[config.mk]
export PLATFORM = sky130hd
export DESIGN_NAME = trace_capture_buffer_flat
export DESIGN_NICKNAME = d
export VERILOG_FILES = /design/src/rtl/trace_capture_buffer_if.sv /design/src/rtl/trace_capture_buffer.sv /design/src/flat_wrapper.sv
export SDC_FILE = /design/constraint.sdc
export NUM_CORES = 1
export LEC_CHECK = 0
export ABC_AREA = 1
export CAP_MARGIN = 20
export CORE_MARGIN = 10
export CORE_UTILIZATION = 35
export CTS_BUF_LIST = sky130_fd_sc_hd__clkbuf_4
export CTS_CLUSTER_DIAMETER = 30
export DETAILED_ROUTE_END_ITERATION = 7
export GPL_ROUTABILITY_DRIVEN = 0
export PLACE_DENSITY_LB_ADDON = 0.1
export RECOVER_POWER = 25
export SLEW_MARGIN = 20
export SYNTH_ARGS = -nofsm -noshare
export SYNTH_HDL_FRONTEND = slang
export SYNTH_SLANG_ARGS = --single-unit
[constraint.sdc]
create_clock -name clk -period 4.3 [get_ports clk]
set_input_delay 1.075 -clock clk [delete_from_list [all_inputs] [get_ports clk]]
set_output_delay 1.075 -clock clk [all_outputs]
set_load 0.02 [all_outputs]
[src/rtl/trace_capture_buffer_if.sv]
// Bus bundle for trace_capture_buffer: capture inputs, read handshake and
// status flags. The master side drives samples and read requests; the
// slave side is the capture buffer itself.
interface trace_capture_buffer_if #(
  parameter int DATA_W  = 32,
  parameter int DEPTH   = 16,
  parameter int STAMP_W = 16
);
  localparam int CNT_W = $clog2(DEPTH + 1);

  logic [DATA_W-1:0]  sample_in;
  logic               sample_valid;
  logic [1:0]         mode;
  logic               arm;
  logic               rd_en;
  logic [DATA_W-1:0]  rd_data;
  logic [STAMP_W-1:0] rd_stamp;
  logic               rd_valid;
  logic [CNT_W-1:0]   count;
  logic               empty;
  logic               full;
  logic               armed;
  logic               overflow;
  logic               done;

  modport master (
    output sample_in, sample_valid, mode, arm, rd_en,
    input  rd_data, rd_stamp, rd_valid, count, empty, full, armed, overflow, done
  );

  modport slave (
    input  sample_in, sample_valid, mode, arm, rd_en,
    output rd_data, rd_stamp, rd_valid, count, empty, full, armed, overflow, done
  );
endinterface

[src/rtl/trace_capture_buffer.sv]
// Ring-buffer trace capture: records an observation bus plus a free-running
// cycle stamp per entry, with off / every-valid / on-change / single-shot
// capture modes, drained through a registered one-cycle-latency read port.
module trace_capture_buffer #(
  parameter int DATA_W  = 32,
  parameter int DEPTH   = 16,
  parameter int STAMP_W = 16
) (
  input logic                  clk,
  input logic                  reset,
  trace_capture_buffer_if.slave bus
);
  localparam int PTR_W = $clog2(DEPTH);
  localparam int CNT_W = $clog2(DEPTH + 1);
  localparam logic [CNT_W-1:0] FULL_COUNT = CNT_W'(DEPTH);

  localparam logic [1:0] MODE_OFF    = 2'd0;
  localparam logic [1:0] MODE_CHANGE = 2'd2;
  localparam logic [1:0] MODE_SINGLE = 2'd3;

  logic [DATA_W-1:0]  mem_data  [DEPTH];
  logic [STAMP_W-1:0] mem_stamp [DEPTH];

  logic [PTR_W-1:0]   wr_ptr;
  logic [PTR_W-1:0]   rd_ptr;
  logic [CNT_W-1:0]   count_q;
  logic [CNT_W-1:0]   count_next;
  logic [STAMP_W-1:0] stamp;
  logic               armed_q;
  logic               overflow_q;
  logic               done_q;
  logic               have_last;
  logic [DATA_W-1:0]  last_value;
  logic [DATA_W-1:0]  rd_data_q;
  logic [STAMP_W-1:0] rd_stamp_q;
  logic               rd_valid_q;

  logic is_full;
  logic is_empty;
  logic wr_qual;
  logic wr_drop;
  logic wr_store;
  logic wr_overwrite;
  logic rd_fire;
  logic capture_end;

  assign is_full  = (count_q == FULL_COUNT);
  assign is_empty = (count_q == '0);

  // Decide this cycle's write/read actions; arm pre-empts both.
  always_comb begin
    wr_qual = armed_q && bus.sample_valid && (bus.mode != MODE_OFF) && !bus.arm &&
              ((bus.mode != MODE_CHANGE) || !have_last || (bus.sample_in != last_value));
    rd_fire      = bus.rd_en && !is_empty && !bus.arm;
    wr_drop      = wr_qual && (bus.mode == MODE_SINGLE) && is_full && !rd_fire;
    wr_store     = wr_qual && !wr_drop;
    wr_overwrite = wr_store && is_full && !rd_fire;
    count_next   = count_q;
    if (wr_store && !rd_fire && !is_full) begin
      count_next = count_q + CNT_W'(1);
    end else if (rd_fire && !wr_store) begin
      count_next = count_q - CNT_W'(1);
    end
    capture_end = wr_qual && (bus.mode == MODE_SINGLE) && (count_next == FULL_COUNT);
  end

  // Storage array holds no reset; validity is tracked purely by pointers and count.
  always_ff @(posedge clk) begin
    if (wr_store) begin
      mem_data[wr_ptr]  <= bus.sample_in;
      mem_stamp[wr_ptr] <= stamp;
    end
  end

  // Pointers, count, stamp, flags and the registered read port.
  always_ff @(posedge clk) begin
    if (reset) begin
      wr_ptr     <= '0;
      rd_ptr     <= '0;
      count_q    <= '0;
      stamp      <= '0;
      armed_q    <= 1'b0;
      overflow_q <= 1'b0;
      done_q     <= 1'b0;
      have_last  <= 1'b0;
      last_value <= '0;
      rd_data_q  <= '0;
      rd_stamp_q <= '0;
      rd_valid_q <= 1'b0;
    end else if (bus.arm) begin
      wr_ptr     <= '0;
      rd_ptr     <= '0;
      count_q    <= '0;
      stamp      <= '0;
      armed_q    <= 1'b1;
      overflow_q <= 1'b0;
      done_q     <= 1'b0;
      have_last  <= 1'b0;
      rd_valid_q <= 1'b0;
    end else begin
      stamp      <= stamp + STAMP_W'(1);
      count_q    <= count_next;
      rd_valid_q <= rd_fire;
      if (rd_fire) begin
        rd_data_q  <= mem_data[rd_ptr];
        rd_stamp_q <= mem_stamp[rd_ptr];
      end
      if (rd_fire || wr_overwrite) begin
        rd_ptr <= rd_ptr + PTR_W'(1);
      end
      if (wr_store) begin
        wr_ptr <= wr_ptr + PTR_W'(1);
      end
      if (wr_qual) begin
        have_last  <= 1'b1;
        last_value <= bus.sample_in;
      end
      if (wr_overwrite) begin
        overflow_q <= 1'b1;
      end
      if (capture_end) begin
        armed_q <= 1'b0;
        done_q  <= 1'b1;
      end
    end
  end

  assign bus.rd_data  = rd_data_q;
  assign bus.rd_stamp = rd_stamp_q;
  assign bus.rd_valid = rd_valid_q;
  assign bus.count    = count_q;
  assign bus.empty    = is_empty;
  assign bus.full     = is_full;
  assign bus.armed    = armed_q;
  assign bus.overflow = overflow_q;
  assign bus.done     = done_q;
endmodule

[src/flat_wrapper.sv]
// flat-port wrapper written by rule: the top's interface ports become plain ports
module trace_capture_buffer_flat 
#(
  parameter int DATA_W  = 32,
  parameter int DEPTH   = 16,
  parameter int STAMP_W = 16
)
  (clk, reset, bus_sample_in, bus_sample_valid, bus_mode, bus_arm, bus_rd_en, bus_rd_data, bus_rd_stamp, bus_rd_valid, bus_count, bus_empty, bus_full, bus_armed, bus_overflow, bus_done);
  trace_capture_buffer_if #(.DATA_W(DATA_W), .DEPTH(DEPTH), .STAMP_W(STAMP_W)) bus_i ();
  input logic clk;
  input logic reset;
  input wire logic [$bits(bus_i.sample_in)-1:0] bus_sample_in;
  input wire logic [$bits(bus_i.sample_valid)-1:0] bus_sample_valid;
  input wire logic [$bits(bus_i.mode)-1:0] bus_mode;
  input wire logic [$bits(bus_i.arm)-1:0] bus_arm;
  input wire logic [$bits(bus_i.rd_en)-1:0] bus_rd_en;
  output wire logic [$bits(bus_i.rd_data)-1:0] bus_rd_data;
  output wire logic [$bits(bus_i.rd_stamp)-1:0] bus_rd_stamp;
  output wire logic [$bits(bus_i.rd_valid)-1:0] bus_rd_valid;
  output wire logic [$bits(bus_i.count)-1:0] bus_count;
  output wire logic [$bits(bus_i.empty)-1:0] bus_empty;
  output wire logic [$bits(bus_i.full)-1:0] bus_full;
  output wire logic [$bits(bus_i.armed)-1:0] bus_armed;
  output wire logic [$bits(bus_i.overflow)-1:0] bus_overflow;
  output wire logic [$bits(bus_i.done)-1:0] bus_done;
  assign bus_i.sample_in = bus_sample_in;
  assign bus_i.sample_valid = bus_sample_valid;
  assign bus_i.mode = bus_mode;
  assign bus_i.arm = bus_arm;
  assign bus_i.rd_en = bus_rd_en;
  assign bus_rd_data = bus_i.rd_data;
  assign bus_rd_stamp = bus_i.rd_stamp;
  assign bus_rd_valid = bus_i.rd_valid;
  assign bus_count = bus_i.count;
  assign bus_empty = bus_i.empty;
  assign bus_full = bus_i.full;
  assign bus_armed = bus_i.armed;
  assign bus_overflow = bus_i.overflow;
  assign bus_done = bus_i.done;
  trace_capture_buffer #(.DATA_W(DATA_W), .DEPTH(DEPTH), .STAMP_W(STAMP_W)) u_core (.clk(clk), .reset(reset), .bus(bus_i));
endmodule
==> summary.md, run 1 <==
| Metric | Value |
|---|---|
| Leading area contributor after synthesis | `edfxtp_1` |
| HPWL after detailed placement | `66400 microns` |
| Synth top area share | `0.665` |
| Arr. time, crit path | `3.06 ns` |
| DIE AREA | `112000 sq um` |
| Post-route antenna net violation count | `0` |
| Syn Inst Count | `2880` |
| P_sw | `4.04 mW` |
| Root Driver | `clkbuf_4` |
| Worst-Margin Slew | `1.14 ns` |
| IO buf count | `97` |
| Avg Inst Size Synth | `12.0 sq um` |
| Layout cells sized above 1 | `0.158` |
| Crit path max fanout | `6` |
| Iter 0 DRT Violations | `2069` |
| Tcrit/Tclk final | `0.962` |
| Crit Path Class | `reg2out` |
| Required @ worst endpoint | `3.22 ns` |
| Synthesized area | `34700 sq um` |
| Logic gate share of total power | `0.031` |
| Worst-path clk slew | `0.06 ns` |
| Final hold vios | `0` |
| Total GRT Usage | `0.192` |
| Slew Limit Fails | `0` |
| Pin count of the biggest net entering global routing | `142` |
| Pwr/cell area | `432 nW/um^2` |
| CTS tree | `yes` |
| DR WL met2 | `52300 microns` |
| Total via count in the routed design | `24100` |
| Die X | `335 microns` |
| F_max | `242 MHz` |
| Layout area overhead | `18.0%` |
| Total iterations of the first detailed-routing run | `5` |
| Peak supply drop | `0.236 mV` |
| Worst Hold Class | `reg2reg` |
| Vias per cell | `5.18` |
| First-pass GRT wire length | `160000 microns` |
| Total CTS buffers | `241` |
| CTS Buffer Depth | `3` |
| Met3 routed WL | `5640 microns` |
| RSZ-0062 raised after global routing | `false` |
| Total Wirelength | `109000 microns` |
| Switching share of power | `0.229` |
| Netlist cell types | `41` |
| # rows | `115` |
| DR top layer | `met4` |
| Core Area | `98300 sq um` |
| Synth top area cells | `edfxtp_1, nor2_1, dfxtp_1, o21ai_0, o22ai_1` |
| GRT overflow | `0` |
| Most common cell after layout, fill and taps aside | `edfxtp_1` |
| Nets | `3182` |
| Worst skew pair latency | `1.18 ns` |
| Core Util, Final | `0.416` |
| Status | `complete, no violations` |
| Post-synthesis sequential area ratio | `0.731` |
| Total power | `17.6 mW` |
| Setup Skew | `0.0837 ns` |
| H-tree Lvls | `4` |
| Ys Warns | `0` |
| Final Critical Period | `4.14 ns` |
| Most frequent cells in the layout | `edfxtp_1, nor2_1, clkbuf_4` |
| Number of global-route vias before repair | `23700` |
| Post-cts sizing count | `0` |
| Clock network power share | `0.441` |
| Seq cells post-synth | `882` |
| Syn_nets | `2927` |
| DRC | `0` |
| Flop pwr share | `0.528` |
| Die Ht | `335 microns` |
| Hold buffer count at cts | `0` |
| Avg WL per Cell | `23.5 microns` |
| Initial antenna violation count | `5` |
| Cell Int Power | `13.6 mW` |
| Max_slew headroom | `0.241` |
| CP endpoint kind | `output pin` |
| Io pins | `98` |
| Static Leak | `13.7 nW` |
| Metal-1 WL | `48900 microns` |
| Setup violators final | `0` |
| Starting Density | `0.353` |
| Startpoint type of the worst setup path | `flip-flop` |
| Number of setup buffers added after CTS | `0` |
| Sink Count | `882` |
| Max_cap viols | `0` |
[power groups by stage]
stage                     registers (mW)  clock network (mW)  logic [mW]
final                               9.32                7.78       0.552
after global routing                9.32                8.51       0.601
after CTS                           9.32                8.02       0.580
after detailed placement            9.50                   0       0.577
after global placement              9.50                   0       0.575
after floorplan                     9.52                   0       0.218
[kinds of logic after synthesis]
kind of cell             synth area share
XOR/XNOR                          0.00505
adder cells (fa/ha/maj)           0.00289
AO/OA/AOI/OAI                       0.132
flip-flops                          0.731
AND/OR/NAND/NOR                    0.0928
buffers and inverters              0.0358
[through the flow]
step                std cells  worst slack [ns]  area (sq um)  hold WS [ns]  TNS (ns)
floorplan                2880            -0.133         34700         0.436    -62.18
global placement         4179             0.293         37700         0.456         0
detailed placement       4179             0.268         37700         0.458         0
CTS                      4632            0.0395         41000         0.369         0
global route             4637            0.0140         40900         0.432         0
finish                   4642             0.162         40900         0.467         0
[layer usage]
metal	track usage	up-vias
li1	-	11100
met1	0.254	12100
met2	0.314	736
met3	0.0369	159
met4	0.0608	0
met5	0	-
[state kept, by name, summed over array words and instances (netlist names), 4 cells and up]
| register | cells |
|---|---|
| u_core.stamp | 16 |
| u_core.rd_ptr | 4 |
| u_core.mem_data | 512 |
| u_core.bus.count | 5 |
| u_core.last_value | 32 |
| u_core.bus.rd_data | 32 |
| u_core.wr_ptr | 4 |
| u_core.mem_stamp | 256 |
| u_core.bus.rd_stamp | 16 |
[area by class of cell]
type                       count  area [sq um]
tap                         1287          1610
inverter                     120           470
clock inverter                75           442
clock buffer                 378          2840
timing repair buffer         199          1960
sequential                   882         25400
antenna                       10          25.0
multi-input combinational   1691          8190
fill                        9330         57400
[synth_stat cells]
cell / instances
edfxtp_1: 768
nand3_1: 16
inv_4: 1
o21ai_0: 370
o21ai_2: 1
nand3_2: 1
o21ai_1: 187
buf_4: 8
a21oi_2: 2
inv_1: 110
nor2_2: 6
nand4_2: 1
a21oi_1: 32
ha_1: 8
nor2_4: 1
buf_6: 2
o32ai_1: 16
xor2_1: 2
nor3_1: 3
nor3_2: 3
nand2_1: 98
clkbuf_1: 138
and3_1: 1
or2_1: 2
nand4_1: 5
inv_2: 9
dfxtp_1: 114
buf_1: 5
o211ai_1: 1
nand2_2: 2
o22ai_1: 224
buf_2: 34
a211oi_1: 1
o21a_1: 2
nor4_1: 1
xnor2_1: 18
nand2_4: 2
a31oi_1: 1
nor2_1: 682
o21ai_4: 1
o2111a_1: 1
[worst max-delay path: stages, from the launching register on]
cell,delay (ns)
dfxtp_1,0.36
inv_1,0.10
ha_1,0.22
nand2_2,0.12
nor2_2,0.41
clkdlybuf4s50_1,0.72
[path summary, 6_finish.rpt]
check,cells after the start,slack [ns],end,start
setup / recovery,5,0.16,bus_full,u_core.bus.count[0]
hold reg to reg,2,0.47,u_core.last_value[10],u_core.last_value[10]
hold / removal,2,0.47,u_core.last_value[10],u_core.last_value[10]
setup reg to reg,10,1.50,u_core.mem_data[3][3],u_core.bus.count[0]
No activity file was read; power rests on OpenSTA's default activity.
==> inputs of run 2 (changes only) <==
CAP_MARGIN = 25   (was 20)
CTS_CLUSTER_SIZE = 8   (was not set)
HOLD_SLACK_MARGIN = 0.03   (was not set)
==> run 2 against run 1 <==
  * Final cell count shrank 2.1%
  * Largest cell class unchanged
  * Critical path depth is the same
  * Highest routed layer unchanged
  * Non-clock buffer count is the same
  * Largest power group unchanged
==> summary.md, run 2 (synthesized netlist as in run 1, its figures left out) <==
| Metric | Value |
|---|---|
| Status | `complete, no violations` |
| Most frequent cells in the layout | `edfxtp_1, nor2_1, o21ai_0` |
| Final Critical Period | `4.05 ns` |
| Die X | `335 microns` |
| Placed insts | `4179` |
| Avg WL per Cell | `23.9 microns` |
| Iter 0 DRT Violations | `1975` |
| Total GRT Usage | `0.191` |
| RSZ-0062 raised after global routing | `false` |
| Tcrit/Tclk final | `0.941` |
| Pin count of the biggest net entering global routing | `142` |
| IO buf count | `97` |
| DIE AREA | `112000 sq um` |
| CTS Buffer Depth | `3` |
| HPWL after detailed placement | `66400 microns` |
| Total via count in the routed design | `23800` |
| Setup Skew | `0.101 ns` |
| F_max | `247 MHz` |
| Startpoint type of the worst setup path | `flip-flop` |
| Static Leak | `13.4 nW` |
| Number of flip-flops in the largest register | `512` |
| Final TNS setup | `0 ns` |
| Sink Count | `882` |
| Total iterations of the first detailed-routing run | `8` |
| Crit path max fanout | `6` |
| Max_cap viols | `0` |
| Hold buffer count at cts | `0` |
| Post-Layout Cell Count | `4544` |
| Number of setup buffers added after CTS | `0` |
| Post-route antenna net violation count | `0` |
| Core Util, Final | `0.413` |
| Place WS | `0.268 ns` |
| Worst skew pair latency | `1.08 ns` |
| Final Cell Area | `40600 sq um` |
| Required @ worst endpoint | `3.22 ns` |
| Max_slew headroom | `0.155` |
| Minimum hold slack | `0.469 ns` |
| Starting Density | `0.353` |
| Biggest register | `u_core.mem_data` |
| Crit Path Class | `reg2out` |
| Biggest regs | `u_core.mem_data (512), u_core.mem_stamp (256)` |
| Slew Limit Fails | `0` |
| Peak supply drop | `0.223 mV` |
| Crit path cell chain | `inv_1 > ha_1 > nand2_2 > nor2_2 > clkdlybuf4s50_1` |
| Number of global-route vias before repair | `23400` |
| Nets | `3136` |
| Post-route setup slack | `0.254 ns` |
| CP peak stage delay | `0.73 ns` |
| CTS tree | `yes` |
| Worst-path clk slew | `0.06 ns` |
| Layout cells sized above 1 | `0.135` |
| Initial antenna violation count | `6` |
| H-tree Lvls | `4` |
| Total power | `17.5 mW` |
| Final hold vios | `0` |
| Total CTS buffers | `195` |
| Setup violators final | `0` |
| Most common cell after layout, fill and taps aside | `edfxtp_1` |
| Core Area | `98300 sq um` |
| Pwr/cell area | `432 nW/um^2` |
| Worst-Margin Slew | `1.27 ns` |
| Arr. time, crit path | `2.97 ns` |
| First-pass GRT wire length | `158000 microns` |
| GRT overflow | `0` |
| # rows | `115` |
| DRC | `0` |
| Layout area overhead | `17.2%` |
| CP endpoint kind | `output pin` |
| Post-cts sizing count | `0` |
| Total Wirelength | `109000 microns` |
| Io pins | `98` |
| Placed cell areas | `37700 sq um` |
| Die Ht | `335 microns` |
| Root Driver | `clkbuf_4` |
| CP max stage cell | `clkdlybuf4s50_1` |
| Vias per cell | `5.24` |
| Worst Hold Class | `reg2reg` |
-- run 2: cell types whose count changed in the layout (fill, tap and decap cells not counted), moves of 7 or more --
cell	before	now
clkbuf_4	379	235
clkinvlp_4	0	17
diode_2	10	3
bufinv_16	2	24
clkinv_2	14	32
-- run 2: path summary, 6_finish.rpt --
path	to	cells past startpoint	from	slack, ns
setup / recovery	bus_full	5	u_core.bus.count[0]	0.25
hold / removal	u_core.bus.done	2	u_core.bus.done	0.47
setup reg to reg	u_core.mem_data[3][6]	10	u_core.bus.count[0]	1.47
hold reg to reg	u_core.bus.done	2	u_core.bus.done	0.47
-- run 2: where the power goes --
| part | leakage [nW] | total, mW | internal [mW] | switching (mW) |
|---|---|---|---|---|
| Combinational | 4.26 | 0.552 | 0.159 | 0.393 |
| Sequential | 7.45 | 9.31 | 9.28 | 0.0291 |
| Clock | 1.66 | 7.69 | 4.14 | 3.55 |
-- run 2: layout make-up --
class / count / area (sq um)
Tap cell: 1287 / 1610
Timing Repair Buffer: 199 / 1960
Clock inverter: 128 / 1270
Multi-Input combinational cell: 1691 / 8190
Antenna cell: 3 / 7.51
Clock buffer: 234 / 1760
Inverter: 120 / 470
Sequential cell: 882 / 25400
Fill cell: 9314 / 57700
-- run 2: routing by layer --
| metal | track usage | routed length, microns | vias up |
|---|---|---|---|
| met5 | 0 | 0 | - |
| met4 | 0.0737 | 3260 | 0 |
| met3 | 0.0418 | 6880 | 187 |
| met2 | 0.307 | 51100 | 776 |
| met1 | 0.250 | 47600 | 11900 |
| li1 | - | - | 11000 |
-- run 2: worst max-delay path: cells and delay by family, from the launching register on --
family,cells,cell delay (ns)
buffers and inverters,2,0.83
AND/OR/NAND/NOR,2,0.54
flip-flops,1,0.36
adder cells (fa/ha/maj),1,0.21
==> inputs of run 3 (changes only) <==
CAP_MARGIN = 20   (was 25)
==> results of run 3 <==
The final DEF is identical to that of run 2; final timing and power are the same.
